[config.mk]
export PLATFORM = sky130hd
export DESIGN_NAME = ifetch_unit
export DESIGN_NICKNAME = d
export VERILOG_FILES = /design/src/rtl/riscv_pkg.sv /design/src/rtl/ifetch_unit.sv
export SDC_FILE = /design/constraint.sdc
export NUM_CORES = 1
export LEC_CHECK = 0
export BUFFER_PORTS_ARGS = -buffer_cell sky130_fd_sc_hd__buf_2
export CAP_MARGIN = 20
export CORE_MARGIN = 2
export CORE_UTILIZATION = 46
export CTS_CLUSTER_SIZE = 24
export DETAILED_ROUTE_END_ITERATION = 12
export PLACE_DENSITY_LB_ADDON = 0.2
export SLEW_MARGIN = 20
export SYNTH_ARGS = -nofsm -noshare
export SYNTH_HDL_FRONTEND = slang
export SYNTH_SLANG_ARGS = --single-unit
[constraint.sdc]
create_clock -name clk -period 2.1 [get_ports clk]
set_clock_uncertainty 0.05 [all_clocks]
set_input_delay 0.21 -clock clk [delete_from_list [all_inputs] [get_ports clk]]
set_output_delay 0.21 -clock clk [all_outputs]
set_load 0.01 [all_outputs]
[src/rtl/riscv_pkg.sv]
// Shared RISC-V definitions: widths, opcodes, fetch state encoding.
package riscv_pkg;

    localparam int XLEN = 32;

    localparam logic [31:0] NOP_INSTR = 32'h0000_0013;

    localparam logic [6:0] OP_R      = 7'b0110011;
    localparam logic [6:0] OP_IMM    = 7'b0010011;
    localparam logic [6:0] OP_LOAD   = 7'b0000011;
    localparam logic [6:0] OP_STORE  = 7'b0100011;
    localparam logic [6:0] OP_BRANCH = 7'b1100011;
    localparam logic [6:0] OP_JAL    = 7'b1101111;
    localparam logic [6:0] OP_JALR   = 7'b1100111;

    typedef enum logic [2:0] {
        S_IDLE = 3'd0,
        S_REQ  = 3'd1,
        S_WAIT = 3'd2,
        S_HOLD = 3'd3,
        S_ERR  = 3'd4
    } ifetch_state_e;

endpackage

[src/rtl/ifetch_unit.sv]
// Instruction fetch: owns the PC, issues one imem word fetch at a time,
// holds the result for decode and squashes fetches on redirect.
module ifetch_unit
    import riscv_pkg::*;
#(
    parameter int          XLEN     = 32,
    parameter logic [31:0] RESET_PC = 32'h0000_0000
) (
    input  logic            clk,
    input  logic            rst,
    output logic            imem_req,
    output logic [XLEN-1:0] imem_addr,
    input  logic            imem_gnt,
    input  logic            imem_rvalid,
    input  logic [XLEN-1:0] imem_rdata,
    input  logic            redirect_valid,
    input  logic [XLEN-1:0] redirect_target,
    output logic            instr_valid,
    input  logic            instr_ready,
    output logic [31:0]     instr,
    output logic [XLEN-1:0] instr_pc,
    output logic [6:0]      opcode,
    output logic [2:0]      funct3,
    output logic [6:0]      funct7,
    output logic            misalign_err
);

    ifetch_state_e state_q, state_d;

    logic [XLEN-1:0] fetch_pc_q, fetch_pc_d;
    logic [XLEN-1:0] pend_pc_q, pend_pc_d;
    logic [31:0]     instr_q, instr_d;
    logic [XLEN-1:0] instr_pc_q, instr_pc_d;
    logic            instr_valid_q, instr_valid_d;
    logic            misalign_q, misalign_d;
    logic            drop_q, drop_d;

    logic redir;
    logic mis;

    // Redirects are ignored only while idling straight out of reset.
    assign redir = redirect_valid && (state_q != S_IDLE);
    assign mis   = |redirect_target[1:0];

    // State register.
    always_ff @(posedge clk) begin
        if (rst) state_q <= S_IDLE;
        else     state_q <= state_d;
    end

    // Next-state logic; redirect has priority over every handshake.
    always_comb begin
        state_d = state_q;
        unique case (state_q)
            S_IDLE: state_d = S_REQ;
            S_REQ: begin
                if (redir)         state_d = mis ? S_ERR : S_REQ;
                else if (imem_gnt) state_d = S_WAIT;
            end
            S_WAIT: begin
                if (redir) begin
                    if (imem_rvalid) state_d = mis ? S_ERR : S_REQ;
                    else             state_d = S_WAIT;
                end else if (imem_rvalid) begin
                    if (drop_q) state_d = misalign_q ? S_ERR : S_REQ;
                    else        state_d = S_HOLD;
                end
            end
            S_HOLD: begin
                if (redir)
                    state_d = mis ? S_ERR : S_REQ;
                else if (instr_valid_q && instr_ready)
                    state_d = S_REQ;
            end
            S_ERR: begin
                if (redir && !mis) state_d = S_REQ;
            end
            default: state_d = S_IDLE;
        endcase
    end

    // Outputs: request only in S_REQ, suppressed by a same-cycle redirect.
    always_comb begin
        imem_req  = (state_q == S_REQ) && !redir && !rst;
        imem_addr = fetch_pc_q;
    end

    // Datapath register update.
    always_ff @(posedge clk) begin
        if (rst) begin
            fetch_pc_q    <= RESET_PC[XLEN-1:0];
            pend_pc_q     <= '0;
            instr_q       <= NOP_INSTR;
            instr_pc_q    <= '0;
            instr_valid_q <= 1'b0;
            misalign_q    <= 1'b0;
            drop_q        <= 1'b0;
        end else begin
            fetch_pc_q    <= fetch_pc_d;
            pend_pc_q     <= pend_pc_d;
            instr_q       <= instr_d;
            instr_pc_q    <= instr_pc_d;
            instr_valid_q <= instr_valid_d;
            misalign_q    <= misalign_d;
            drop_q        <= drop_d;
        end
    end

    // Datapath next-state; an in-flight fetch at redirect time is dropped.
    always_comb begin
        fetch_pc_d    = fetch_pc_q;
        pend_pc_d     = pend_pc_q;
        instr_d       = instr_q;
        instr_pc_d    = instr_pc_q;
        instr_valid_d = instr_valid_q;
        misalign_d    = misalign_q;
        drop_d        = drop_q;
        if (redir) begin
            fetch_pc_d    = redirect_target;
            instr_valid_d = 1'b0;
            misalign_d    = mis;
            if (state_q == S_WAIT) drop_d = !imem_rvalid;
        end else begin
            unique case (state_q)
                S_REQ: begin
                    if (imem_gnt) begin
                        pend_pc_d  = fetch_pc_q;
                        fetch_pc_d = fetch_pc_q + XLEN'(4);
                    end
                end
                S_WAIT: begin
                    if (imem_rvalid) begin
                        if (drop_q) begin
                            drop_d = 1'b0;
                        end else begin
                            instr_d       = imem_rdata[31:0];
                            instr_pc_d    = pend_pc_q;
                            instr_valid_d = 1'b1;
                        end
                    end
                end
                S_HOLD: begin
                    if (instr_valid_q && instr_ready)
                        instr_valid_d = 1'b0;
                end
                default: ;
            endcase
        end
    end

    assign instr_valid  = instr_valid_q;
    assign instr        = instr_q;
    assign instr_pc     = instr_pc_q;
    assign misalign_err = misalign_q;
    assign opcode       = instr_q[6:0];
    assign funct3       = instr_q[14:12];
    assign funct7       = instr_q[31:25];

endmodule

# Word-level counts from Yosys, hierarchy flattened
# Index checks and enable logic that the tools add are counted.
# op_classes
eq_ne	11
n_mux	23
n_reduce_logical	23
n_bitwise	2
add_sub_neg	1
# op_table
cell	count
$mux 32	3
$mux 3	11
$add 32x3->32 const B	1
$pmux 3 s5	1
$reduce_and 4->1	3
$ne 3x3->1 const B	3
$ne 2x2->1 const B	4
$reduce_bool 2->1	4
$mux 1	7
$eq 3x2->1 const B	2
$logic_and 1x1->1	5
$logic_not 1->1	4
$reduce_and 2->1	2
$reduce_or 2->1	2
$eq 3x1->1 const B	1
$eq 3x3->1 const B	1
$logic_not 3->1	1
$reduce_and 3->1	1
$reduce_bool 3->1	1
$not 1->1	2
$pmux 1 s2	1
# totals
out_inout_bits	116
elab_cells	68
reg_bits	134
in_bits	70

# Longest topological paths before layout
# Gate-level depths: netlist (run 1).
# depth
depth_word	5
mapped_depth	8
depth_no_buf	5

# Least setup slack after synthesis (run 1)
# OpenSTA, ideal clock, no wires.
# synth_timing
path_type	reg2reg
from	reg fetch_pc_q[3] (netlist: imem_addr[3])
to	reg fetch_pc_q[30] (netlist: imem_addr[30])
path_buffers	0
arrival_time_ps	1936
path_stages_with_launch	6
period_less_slack_ps	2107
setup_time_ps	121
required_ps	1929
path_slack_ps	-7
cell_sequence	dfxtp_1 ha_1 nand2_1 or4_4 nor4_2 mux2_2
# synth_via
elab_chain_len	4
# synth_rtl
element	line_no	source
start: declaration	ifetch_unit.sv:30	logic [XLEN-1:0] fetch_pc_q, fetch_pc_d;
start signal: assignment	ifetch_unit.sv:91	fetch_pc_q <= RESET_PC[XLEN-1:0];
start signal: assignment	ifetch_unit.sv:99	fetch_pc_q <= fetch_pc_d;
$add 32x3->32	ifetch_unit.sv:128	fetch_pc_d = fetch_pc_q + XLEN'(4);
$mux 32	ifetch_unit.sv:126	if (imem_gnt) begin
$mux 32	ifetch_unit.sv:124	unique case (state_q)
$mux 32	ifetch_unit.sv:118	if (redir) begin
# No other way between the ends. The select of a mux whose other input is x is not followed.
# A chain may end at the register's enable or synchronous reset.

# Worst setup path after layout (run 1)
# layout_timing
from	reg fetch_pc_q[2] (netlist: imem_addr[2])
to	reg fetch_pc_q[30] (netlist: imem_addr[30])
# Same word-level chain as after synthesis.

==> metrics.txt, run 1 <==
Post-DP Area around 7200 µm²; Chip Height roughly 120 µm; fmax ~0.5 GHz; I/O pins 186; reg2reg setup slack roughly 0.13 ns; area growth from synthesis to layout 35.5%; Layout fillers 1127; wire length per cell 15.6 µm; post-synthesis sequential area ratio 0.449; core footprint 12700 µm²; Leak 3.24 nW; Routed Antenna Nets 0; GP Congestion between 0.9 and 1; Critical Path Slowest Stage Cell or4_4; DR vias 6244; I/O Buffers 185; Min-Delay Endpoint imem_addr[13]; H-Tree Depth 4; cell family with the largest share of critical-path delay simple AND/OR/NAND/NOR gates; vias in the first global route ~5800; Setup TNS 0 ns; reg2reg start imem_addr[2]; top-count cell post-synth nand2_1; peak supply drop 0.591 mV; final count of negative-setup-slack endpoints 0; fin crit share 0.939; Post-synth EDFFs 0; worst skew pair latency 0.42 ns; total grt overflow 0; Clock transition at path regs 0.06 ns; Tightest Pin Transition roughly 0.56 ns; # rows just over 40; Period minus WS final 1.97 ns; synth top area cells dfxtp_1, nand2_1, a21oi_1; TritonCTS Sinks 134; PwrDens 901 nW/µm²; Reg2Reg Depth 5; Hold Vio Cnt, Final 0; DR vias/cell 5.41; Die Area 13900 µm²; Syn Inst Count approximately 760; Hold Startpoint redirect_target[13]; RSZ-0062 raised after global routing false; Synth Net Count 830; Cell Chain, Critical Path ha_2 > nand2_1 > or4_4 > nor4_2 > mux2_2; cell area after layout 8100 µm²; Total GRT Usage 0.258; Nets 1041; CP Buf/Inv Count 0; Max Fanout on Critical Path 6; worst min path class input port to register; Post-CTS Setup Bufs 0; register area 2680 µm²; Clk Tree Root Cell clkbuf_16; hpwl dp 11.9 mm; distinct cell type count after synthesis roughly 70; Clock Path Buffers 2; Mean Syn Cell Area 7.88 µm²; max cap viols 0; CTS tree done; post-synthesis async set-or-reset flop share 0; largest net degree at the start of global routing 92; final core utilization 0.639; ant diodes 0; Crit Path Class register to register; Critical Path AT 2.23 ns; FF+latch count, synth 134; TritonCTS Buffers 17; main flop type after synthesis dfxtp_1; area taken by multi-input logic gates 2890 µm²; Synth top area share 0.449; status completed; Starting DRT DRC Count 524; Worst Path Required 2.36 ns; Synth Cell Area 5980 µm²; crit-path max cell delay 0.59 ns; Hold Crit Depth 3; CP Launch Type register; Crit. End Element register; Synthesis Warnings 0; top post-synthesis cells by count nand2_1, dfxtp_1, a21oi_1; Yosys top cell by area dfxtp_1; first-pass GRT wire length approximately 29 mm; post-route DRC violation count 0; die width 118 µm; Max Slew Vio Count 0; initial antenna violation count 0; max_slew headroom 0.625; Total Wirelength 18.0 mm; R2R Path End imem_addr[30]; Initial Util 0.472; Pre-antenna DRT Iters 6; layout cells sized above 1 0.293
how the worst max path moves through the flow:
stage / from / endpoint / cells past startpoint
2_1_floorplan: imem_addr[3] / imem_addr[30] / 5
4_1_cts: imem_addr[2] / imem_addr[30] / 5
3_3_place_gp: imem_addr[2] / imem_addr[30] / 5
6_report: imem_addr[2] / imem_addr[30] / 5
3_5_place_dp: imem_addr[2] / imem_addr[30] / 5
5_1_grt: imem_addr[18] / imem_addr[29] / 4
layout make-up:
cell class / instances / share of cell area
Timing Repair Buffer: 268 / 0.210
Clock buffer: 24 / 0.0632
Multi-Input combinational cell: 541 / 0.357
Sequential cell: 134 / 0.331
Tap cell: 172 / 0.0266
Inverter: 8 / 0.00371
Clock inverter: 7 / 0.00849
layout by cell type (no fill, tap or decap), drive strengths merged, types with 13 or more instances in the layout:
cell	n
nand2	216
buf	233
dfxtp	134
nor2	25
nor3	13
dlygate4sd3	35
nand3	22
nor4	15
clkbuf	24
nand4	14
a21oi	107
registers in the layout, indices dropped and copies added (netlist names):
signal,count
drop_q,1
imem_addr,32
instr,32
instr_pc,32
instr_valid,1
misalign_err,1
pend_pc_q,32
state_q,3
kinds of logic (layout without fill, tap and decap cells):
family | Yosys count | after routing | synth area share
AOI/OAI and AO/OA | 185 | 185 | 0.189
and+or+nand+nor | 344 | 344 | 0.273
buffers and inverters | 84 | 307 | 0.0703
xor gates and xnor gates | 9 | 9 | 0.0132
muxes | 2 | 2 | 0.00377
DFF | 134 | 134 | 0.449
adders and majority gates | 1 | 1 | 0.00209
power by group:
group	switching, mW	internal (mW)
sequential	0.209	2.72
combinational	0.844	0.649
clock	1.08	1.81
total	2.13	5.17
per-stage QoR:
step / worst slack [ns] / cells / hold slack, ns / power, mW
after global placement: 0.171 / 1088 / 0.372 / 4.39
after floorplan: 0.00749 / 759 / 0.284 / 3.75
after CTS: 0.134 / 1154 / 0.00940 / 7.33
after global routing: 0.0109 / 1154 / 0.0246 / 7.62
after detailed placement: 0.141 / 1088 / 0.376 / 4.40
final: 0.129 / 1154 / 0.0229 / 7.30
tightest hold or removal path: cells and delay by family:
kind | cells | cell delay [ns]
compound gates | 2 | 0.17
buf+inv | 1 | 0.07
repair_timing:
| action | CTS | global route |
|---|---|---|
| endpoints found under the hold margin | 35 | 0 |
| hold buffers | 35 | 0 |
| resized for setup | 0 | 0 |
layer usage:
layer	vias up	routed length [µm]	track usage
met5	-	0	0
met4	0	380	0.0994
met3	39	1530	0.0625
met2	279	8220	0.407
met1	2857	7830	0.340
li1	3069	-	-
(Power assumes the default switching activity.)
==> run 2, diff against run 1 <==
--- a/config.mk
+++ b/config.mk
@@ -11,6 +11,7 @@
 export CORE_UTILIZATION = 46
 export CTS_CLUSTER_SIZE = 24
 export DETAILED_ROUTE_END_ITERATION = 12
+export MAX_ROUTING_LAYER = met4
 export PLACE_DENSITY_LB_ADDON = 0.2
 export SLEW_MARGIN = 20
 export SYNTH_ARGS = -nofsm -noshare
==> metrics.txt, run 2 (synthesis results as in run 1) <==
status completed; Die Area 13900 µm²; Hold Crit Depth 3; I/O Buffers 185; core footprint 12700 µm²; Post-Layout Cell Count 1160; worst min path class input port to register; Sequential Power Share 0.393; Clock Path Buffers 2; fin crit share 0.940; R2R Path End imem_addr[30]; wire length per cell 15.7 µm; vias in the first global route 5780; total grt overflow 0; Hold WS 0.0210 ns; Clock transition at path regs 0.06 ns; PwrDens 911 nW/µm²; RSZ-0062 raised after global routing false; Nets 1046; Int Power 5.24 mW; Comb power frac 0.208; most common cell after layout, fill and taps aside nand2_1; Placed Instances 1093; # rows 41; Layout fillers 1145; Total Wirelength 18.2 mm; Hold Startpoint redirect_target[8]; Max Fanout on Critical Path 8; layout cells sized above 1 0.296; Hold Vio Cnt, Final 0; first-pass GRT wire length 29.3 mm; CTS tree done; reg2reg start imem_addr[8]; Crit Path Class register to register; Switch Pwr 2.15 mW; Starting DRT DRC Count 430; Post-CTS Setup Bufs 0; max cap viols 0; Total GRT Usage 0.268; max_slew headroom 0.503; largest net degree at the start of global routing just over 70; Clk network pwr share 0.399; TritonCTS Sinks ~130; reg2reg setup slack roughly 0.13 ns; TritonCTS Buffers 17; CP Launch Type register; DR vias/cell roughly 5.4; GP Congestion approximately 0.9; Clk Tree Root Cell clkbuf_16; Routed Antenna Nets 0; worst skew pair latency 0.42 ns; most frequent cells in the layout nand2_1, buf_2, dfxtp_1; H-Tree Depth 4; die width 118 µm; Leak 3.26 nW; Initial Util 0.472; Setup TNS 0 ns; Reg2Reg Depth 4; hpwl dp about 12 mm; Max Slew Vio Count 0; Tightest Pin Transition 0.746 ns; Worst Path Required ~2.4 ns; fmax 0.507 GHz; DR vias just over 6000; Crit. End Element register; ant diodes 0; Tot Pwr between 7 and 8 mW; Min-Delay Endpoint imem_addr[8]; Chip Height about 120 µm; Pre-antenna DRT Iters 5; I/O pins 186; Critical Path AT 2.24 ns; initial antenna violation count 0; Period minus WS final a little under 2 ns; post-route DRC violation count 0; area growth from synthesis to layout 35.6%; peak supply drop 0.434 mV; Switching Fraction 0.291; final count of negative-setup-slack endpoints 0
## run 2: cell type report
| type | count | area (µm²) | share of cell area |
|---|---|---|---|
| multi-input cells | 541 | 2890 | 0.357 |
| repair buffers | 273 | 1700 | 0.210 |
| clock buffers | 24 | 492 | 0.0606 |
| clock inverters | 8 | 96.3 | 0.0119 |
| flip-flops and latches | 134 | 2680 | 0.331 |
| inverters | 8 | 30.0 | 0.00370 |
| well taps | 172 | 215 | 0.0265 |
## run 2: metal layers
layer / part of all wire / global-route usage / vias to the layer above / routed length (µm)
met5: 0 / - / - / 0
met4: 0.021 / 0.102 / 0 / 376
met1: 0.45 / 0.343 / 2892 / 8210
met2: 0.46 / 0.416 / 231 / 8410
met3: 0.066 / 0.0591 / 33 / 1200
li1: - / - / 3081 / -
## run 2: worst max path at each step
stage | endpoint | slack [ns] | from | cells past startpoint
after global routing | imem_addr[24] | 0.04 | imem_addr[8] | 4
after detailed placement | imem_addr[30] | 0.16 | imem_addr[3] | 5
after floorplan | imem_addr[30] | 0.007 | imem_addr[3] | 5
after global placement | imem_addr[30] | 0.18 | imem_addr[2] | 5
final | imem_addr[30] | 0.13 | imem_addr[8] | 4
after CTS | imem_addr[30] | 0.14 | imem_addr[3] | 5
## run 2: power groups by stage
| stage | combinational, mW | sequential, mW | clock [mW] |
|---|---|---|---|
| after global routing | 1.66 | 2.93 | 3.10 |
| final | 1.53 | 2.90 | 2.95 |
| after global placement | 1.47 | 2.95 | 0 |
| after detailed placement | 1.47 | 2.95 | 0 |
| after CTS | 1.52 | 2.90 | 2.99 |
| after floorplan | 0.748 | 3.00 | 0 |
## run 2: critical path: stages (launching register included)
cell and delay [ns]:
dfxtp_1 0.47, nand2_1 0.15, or4_4 0.59, nor4_2 0.24, mux2_2 0.36
## run 2: per-stage QoR
step / utilization / area [µm²] / worst slack (ns)
finish: 0.640 / 8110 / 0.127
global route: 0.640 / 8110 / 0.0394
CTS: 0.640 / 8110 / 0.136
detailed placement: 0.566 / 7170 / 0.164
global placement: 0.566 / 7170 / 0.178
floorplan: - / 5980 / 0.00749
## run 2: timing repair
action | in CTS | in global routing
endpoints found under the setup margin | 0 | 0
hold buffers | 35 | 0
gates resized for setup | 0 | 0
hold endpoints to repair | 35 | 0
==> run 3, diff against run 2 <==
--- a/config.mk
+++ b/config.mk
@@ -13,6 +13,7 @@
 export DETAILED_ROUTE_END_ITERATION = 12
 export MAX_ROUTING_LAYER = met4
 export PLACE_DENSITY_LB_ADDON = 0.2
+export RECOVER_POWER = 100
 export SLEW_MARGIN = 20
 export SYNTH_ARGS = -nofsm -noshare
 export SYNTH_HDL_FRONTEND = slang
==> metrics.txt, run 3 (synthesis results as in run 1) <==
H-Tree Depth 4; CP Launch Type register; total grt overflow 0; Leak around 2.8 nW; GP Congestion 0.925; Die Area 13900 µm²; CTS tree done; post-route setup slack 0.124 ns; Initial Util 0.472; Post-DP Area ~7200 µm²; layout cells sized above 1 0.177; Crit. End Element register; post-route DRC violation count 0; Total Wirelength 18.3 mm; Clk Tree Root Cell clkbuf_16; Tightest Pin Transition 0.750 ns; Setup TNS 0 ns; Critical Path Slowest Stage Cell or4_4; status completed; fin crit share 0.941; Cell Chain, Critical Path nand2_1 > or4_4 > nor4_2 > mux2_2; Critical Path AT 2.24 ns; Routed Antenna Nets 0; cell area after layout 7900 µm²; Chip Height 118 µm; Pre-antenna DRT Iters 4; register area 2680 µm²; area growth from synthesis to layout 32.1%; max_slew headroom 0.500; Starting DRT DRC Count around 450; Hold Vio Cnt, Final 0; max cap viols 0; largest net degree at the start of global routing ~70; DR vias/cell 5.34; worst min path class input port to register; CP Buf/Inv Count 0; first-pass GRT wire length 29.3 mm; Max Fanout on Critical Path 8; TritonCTS Sinks 134; die width 118 µm; wire length per cell about 16 µm; hpwl dp ~12 mm; Total GRT Usage 0.268; Clock transition at path regs 0.06 ns; fmax 0.506 GHz; Period minus WS final 1.98 ns; I/O pins 186; vias in the first global route between 5000 and 6000; DP Worst Slack 0.164 ns; most frequent cells in the layout nand2_1, dfxtp_1, clkbuf_1; RSZ-0062 raised after global routing false; initial antenna violation count 0; PwrDens 923 nW/µm²; Max Slew Vio Count 0; Nets 1046; crit-path max cell delay approximately 0.59 ns; Clock Path Buffers 2; critical path depth 4; Worst Path Required between 2 and 2.5 ns; TritonCTS Buffers 17; final core utilization 0.623; cell family with the largest share of critical-path delay simple AND/OR/NAND/NOR gates; core footprint roughly 13000 µm²; Hold Crit Depth 3; DR vias 6198; ant diodes 0; Crit Path Class register to register; Layout fillers 1228; most common cell after layout, fill and taps aside nand2_1; # rows 41; worst skew pair latency 0.42 ns; I/O Buffers between 150 and 200; final count of negative-setup-slack endpoints 0; area taken by multi-input logic gates ~2900 µm²; Reg2Reg Depth 4; peak supply drop roughly 0.43 mV; Post-CTS Setup Bufs 0
[run 3: timing repair]
item,in CTS,in global routing
hold buffers,35,0
hold endpoints to repair,35,0
gates resized for setup,0,0
[run 3: layout make-up]
class                   instances  share of cell area
flip-flops and latches        134               0.340
inverters                       8             0.00380
clock buffers                  24              0.0623
multi-input cells             541               0.365
clock inverters                 8              0.0122
well taps                     172              0.0273
repair buffers                273               0.189
[run 3: worst min-delay path, delay by kind of cell]
kind                   cells  cell delay (ns)
and+or+nand+nor            1             0.07
buffers and inverters      1             0.09
AOI/OAI and AO/OA          1             0.07
[run 3: worst paths after layout]
| check | from | end | slack, ns |
|---|---|---|---|
| setup / recovery | imem_addr[8] | imem_addr[30] | 0.12 |
| hold / removal | redirect_target[8] | imem_addr[8] | 0.02 |
| setup reg to reg | imem_addr[8] | imem_addr[30] | 0.12 |
| hold reg to reg | pend_pc_q[12] | instr_pc[12] | 0.40 |
[run 3: metal layers]
metal  wire length [µm]  global-route usage  up-vias
li1                   -                   -     3077
met1               8480               0.343     2880
met2               8340               0.416      208
met3               1130              0.0591       33
met4                367               0.102        0
met5                  0                   -        -
[run 3: power breakdown]
part | internal (mW) | switching [mW]
registers | 2.72 | 0.186
clock network | 1.87 | 1.08
logic | 0.562 | 0.878
[run 3: metrics by stage]
stage,std cells,power (mW),hold slack (ns)
after CTS,1160,7.41,0.00624
after global routing,1160,7.60,0.0141
final,1160,7.29,0.0219
after global placement,1093,4.41,0.375
after detailed placement,1093,4.42,0.376
after floorplan,759,3.75,0.284
